File: config.mk
export PLATFORM = sky130hd
export DESIGN_NAME = matrix_phase_sequencer
export DESIGN_NICKNAME = d
export VERILOG_FILES = /design/src/rtl/matrix_phase_sequencer.sv
export SDC_FILE = /design/constraint.sdc
export NUM_CORES = 1
export LEC_CHECK = 0
export BUFFER_PORTS_ARGS = -buffer_cell sky130_fd_sc_hd__buf_2
export CORE_ASPECT_RATIO = 0.75
export CORE_MARGIN = 1
export CORE_UTILIZATION = 35
export CTS_CLUSTER_SIZE = 8
export DETAILED_ROUTE_END_ITERATION = 6
export GPL_TIMING_DRIVEN = 0
export SLEW_MARGIN = 10
export SYNTH_ARGS = -nofsm -noshare
export SYNTH_HDL_FRONTEND = slang
export SYNTH_SLANG_ARGS = --single-unit
File: constraint.sdc
create_clock -name clock -period 5.06 [get_ports clock]
set_clock_uncertainty 0.2 [all_clocks]
set_input_delay 1.012 -clock clock [delete_from_list [all_inputs] [get_ports clock]]
set_output_delay 1.012 -clock clock [all_outputs]
set_load 0.005 [all_outputs]
File: src/rtl/matrix_phase_sequencer.sv
// matrix_phase_sequencer: ap_ctrl sequencer for load/compute phases with latched phase durations and watchdog
module matrix_phase_sequencer #(
  parameter int CNT_W   = 32,
  parameter int TIMEOUT = 65535
) (
  input  logic             clock,
  input  logic             reset,
  input  logic             ap_start,
  input  logic             ap_continue,
  output logic             ap_idle,
  output logic             ap_ready,
  output logic             ap_done,
  output logic             load_start,
  input  logic             load_ready,
  input  logic             load_done,
  output logic             comp_start,
  input  logic             comp_ready,
  input  logic             comp_done,
  output logic [CNT_W-1:0] load_cycles,
  output logic [CNT_W-1:0] comp_cycles,
  output logic             timeout_err
);
  typedef enum logic [2:0] {IDLE, LOAD, COMP, DONE, ERR} state_t;
  state_t           r_state;
  logic [CNT_W-1:0] r_cnt, r_lc, r_cc;
  logic             r_ls, r_cs, r_rdy;
  logic [CNT_W-1:0] w_cyc;
  logic             w_to;
  // cycles spent in the current phase including this one, saturated
  assign w_cyc = &r_cnt ? r_cnt : r_cnt + CNT_W'(1);
  assign w_to  = (TIMEOUT != 0) && (64'(w_cyc) >= 64'(TIMEOUT));
  always_ff @(posedge clock) begin
    if (reset) begin
      r_state <= IDLE;
      r_cnt   <= '0;
      r_lc    <= '0;
      r_cc    <= '0;
      r_ls    <= 1'b0;
      r_cs    <= 1'b0;
      r_rdy   <= 1'b0;
    end else begin
      r_rdy <= 1'b0;
      case (r_state)
        IDLE: if (ap_start) begin
          r_state <= LOAD;
          r_ls    <= 1'b1;
          r_cnt   <= '0;
        end
        LOAD: begin
          r_cnt <= w_cyc;
          if (load_ready) r_ls <= 1'b0;
          if (load_done || w_to) begin
            r_state <= load_done ? COMP : ERR;
            r_lc    <= w_cyc;
            r_ls    <= 1'b0;
            r_cs    <= load_done;
            r_cnt   <= '0;
          end
        end
        COMP: begin
          r_cnt <= w_cyc;
          if (comp_ready) r_cs <= 1'b0;
          if (comp_done || w_to) begin
            r_state <= comp_done ? DONE : ERR;
            r_cc    <= w_cyc;
            r_cs    <= 1'b0;
            r_rdy   <= comp_done;
            r_cnt   <= '0;
          end
        end
        DONE: if (ap_continue) r_state <= IDLE;
        default: r_state <= r_state;
      endcase
    end
  end
  assign ap_idle     = r_state == IDLE;
  assign ap_done     = r_state == DONE;
  assign timeout_err = r_state == ERR;
  assign ap_ready    = r_rdy;
  assign load_start  = r_ls;
  assign comp_start  = r_cs;
  assign load_cycles = r_lc;
  assign comp_cycles = r_cc;
endmodule

==> out/qor.yml <==
finish:
  area_growth_pct: 17.5
  fin_cells: 839
  fillers: 1387
  diodes: 0
  layout-drive-gt1-share_pct: 22.3
  fin_nets: 669
yosys:
  avgSynthCellArea_sq_um: 8.78
  synth.distinct_cells: 65
  ys_async_sr_fraction_pct: 0
  ys_ff_latch: 102
  syn_inst: 572
  synth_area_leaders: "dfxtp_1 (41%), nor2_1 (7.0%), mux2i_1 (5.6%)"
  ys_warn_count: 0
  synth-edff-count: 0
  yosys.area.top_type_share_pct: 40.7
  synth_area_leader_cell: "dfxtp_1"
  synth_area_sq_um: 5020
  synth_top_flop_cell: "dfxtp_1"
  syn-num-nets: 581
  ys_seq_area_share_pct: 40.7
hold_path:
  min_from: "load_cycles[24]$_SDFFE_PP0P_"
  min_path_type: "register to register"
  min_path_cells: 2
  hold_end: "load_cycles[24]$_SDFFE_PP0P_"
timing:
  fmax_mhz: 231
  finalHoldViolCount: 0
  setup_tns_ps: 0
  drv_slew: 0
  rsz0062_at_grt: "no"
  max_slew_margin_pct: 50.0
  tightest_slew_ps: 745
  period_needed_ps: 4330
  timing.final.crit_share_pct: 85.6
  setup_viol: 0
floorplan:
  coreArea_sq_um: 13800
  ios: 78
  start_util_pct: 36.3
  row_count: 37
  die_h_microns: 106
  die_x_microns: 140
  dieArea_sq_um: 14800
cts:
  clk_latency_ps: 340
  clkTransAtPathRegs_ps: 70
  clock-root-buffer: "clkbuf_16"
  cts.hold.buffers_added: 0
  cts_buffers: 9
  htree_num_levels: 3
  clock-sinks: 102
  postCtsResizedCells: 0
  clockBufferDepth: 2
  cts_tree: "yes"
  cts_setup_buffers: 0
global_route:
  grt_pass1_vias: 4260
  antenna_found_initial: 0
  groute.usage.overall_pct: 20.4
  grt_overflow: 0
  grt_max_degree: 17
  grt_pass1_wl_mm: 23.4
power_and_ir_drop:
  power_frac_seq_pct: 49.7
  p_leak_nw: 2.24
  vdd_drop_max_mv: 0.178
  swShare_pct: 26.0
  p_clk_share_pct: 38.6
  power_density_nw_per_um2: 288
  netSwitchingPower_mw: 0.441
  power_frac_comb_pct: 11.7
  p_int_mw: 1.26
setup_path:
  cp.required_ps: 5140
  endpoint_kind: "register"
  reg2reg_slack_ps: 730
  r2r_start: "r_cnt[1]$_SDFFE_PP0P_"
  cp_top_family: "simple AND/OR/NAND/NOR gates"
  worst_path_most_repeated_cell: "nand3_1"
  reg2regPathDepth: 11
  cpPeakStageDelay_ps: 670
  worstReg2RegEnd: "r_cnt[5]$_SDFFE_PP0P_"
  worstSetupStartpointType: "register"
  critPathBufInv: 1
  path_class: "register to register"
  path_cells: "ha_1 > nand3_1 > nor2_1 > nand4_2 > nand3_1 > xor2_1 > nand4_1 > nor4_2 > buf_4 > a21oi_1 > mux2i_1"
  arrival_ps: 4410
  critPathMaxFanout: 10
  slowest_stage: "nor4_2"
placement:
  placedCellCount: 824
  dpl.hpwl_mm: 11.2
  gp_congestion: 0.881
  portBuffers: 77
drt:
  via_per_inst: 5.45
  postRouteAntennaNets: 0
  wl_per_cell_microns: 17.6
  dr.pass1.iters: 5
  drtIter0Drc: 233
  vias: 4575
  drt_wl_total_mm: 14.8
  drc: 0
run:
  cap_viol_max_count: 0
status:
  status: "complete, no violations"
how the worst max path moves through the flow:
stage / startpoint / end / slack (ps) / cells after the start
after global placement: r_cnt[1]$_SDFFE_PP0P_ / r_cnt[5]$_SDFFE_PP0P_ / 910 / 11
final: r_cnt[1]$_SDFFE_PP0P_ / r_cnt[5]$_SDFFE_PP0P_ / 730 / 11
after floorplan: r_cnt[1]$_SDFFE_PP0P_ / load_cycles[27]$_SDFFE_PP0P_ / 1890 / 13
after CTS: r_cnt[1]$_SDFFE_PP0P_ / r_cnt[5]$_SDFFE_PP0P_ / 830 / 11
after detailed placement: r_cnt[1]$_SDFFE_PP0P_ / r_cnt[5]$_SDFFE_PP0P_ / 850 / 11
after global routing: r_cnt[1]$_SDFFE_PP0P_ / r_cnt[5]$_SDFFE_PP0P_ / 550 / 11
metal layers:
metal	up-vias	global-route usage, %	routed length (microns)
met5	-	0	0
met1	2181	30.9	7880
li1	2244	-	-
met2	137	28.4	5820
met3	13	5.32	919
met4	0	4.08	144
Yosys cell counts (all sizes together), types with 2 or more instances:
library cell	instances
dfxtp	102
nor2	93
a211oi	41
mux2i	28
nand2	28
buf	27
nand3	26
a21oi	19
and2	18
nand4	18
nor3	18
clkbuf	17
o21ai	12
xnor2	12
nor4	10
inv	9
and3	8
nand2b	7
xor2	7
and4	6
or4	6
a2bb2oi	5
a31oi	5
nor2b	4
or3	4
a21o	3
o21a	3
o31ai	3
o41ai	3
a2111oi	2
nand3b	2
nor3b	2
nor4b	2
o211ai	2
o22a	2
o22ai	2
o31a	2
or2	2
cell usage in the layout, fill, tap and decap left out, drive strengths merged, types with 18 or more instances in the layout:
cell type	synthesis	routed
a211oi	41	41
a21oi	19	19
and2	18	18
buf	27	104
clkbuf	17	28
dfxtp	102	102
mux2i	28	28
nand2	28	28
nand3	26	26
nand4	18	18
nor2	93	93
nor3	18	18
power by group through the flow:
stage | clock (mW) | combinational, mW | sequential, mW
global route | 0.708 | 0.218 | 0.847
floorplan | 0 | 0.127 | 0.863
CTS | 0.671 | 0.200 | 0.843
detailed placement | 0 | 0.199 | 0.862
global placement | 0 | 0.195 | 0.861
finish | 0.655 | 0.199 | 0.843
registers in the layout (all words and copies together), names as in the netlist:
| signal | flops |
|---|---|
| comp_start | 1 |
| load_start | 1 |
| ap_ready | 1 |
| r_state | 3 |
| load_cycles | 32 |
| comp_cycles | 32 |
| r_cnt | 32 |
kinds of logic after synthesis:
logic type | Yosys count | share of synthesized area (%)
buffers and inverters | 53 | 5.48
DFF | 102 | 40.7
AOI/OAI and AO/OA | 111 | 16.8
muxes | 29 | 5.81
and+or+nand+nor | 257 | 27.7
adders and majority gates | 1 | 0.249
xor gates and xnor gates | 19 | 3.32
area by class of cell:
type	instances	area (sq um)	area share (%)
sequential	102	2040	34.6
clock inverter	4	30.0	0.509
tap	175	219	3.71
inverter	9	33.8	0.573
multi-input combinational	417	2700	45.8
buffer	44	241	4.10
timing repair buffer	77	385	6.54
clock buffer	11	243	4.12
worst register-to-register path, cell delays in order, from the launching register on:
cell and delay, ps:
dfxtp_1 430, ha_1 290, nand3_1 340, nor2_1 410, nand4_2 370, nand3_1 220, xor2_1 440, nand4_1 350
nor4_2 680, buf_4 310, a21oi_1 90, mux2i_1 140
stage by stage:
stage | hold slack, ps | utilization (%) | total power [mW] | setup slack [ps] | instance area (sq um)
2_1_floorplan | 266 | - | 0.990 | 1890 | 5020
3_3_place_gp | 260 | 40.6 | 1.06 | 908 | 5620
3_5_place_dp | 267 | 40.6 | 1.06 | 847 | 5620
4_1_cts | 278 | 42.6 | 1.71 | 832 | 5900
5_1_grt | 294 | 42.6 | 1.77 | 550 | 5900
6_report | 275 | 42.6 | 1.70 | 730 | 5900
Note: power is estimated with default switching activity, not from simulation.
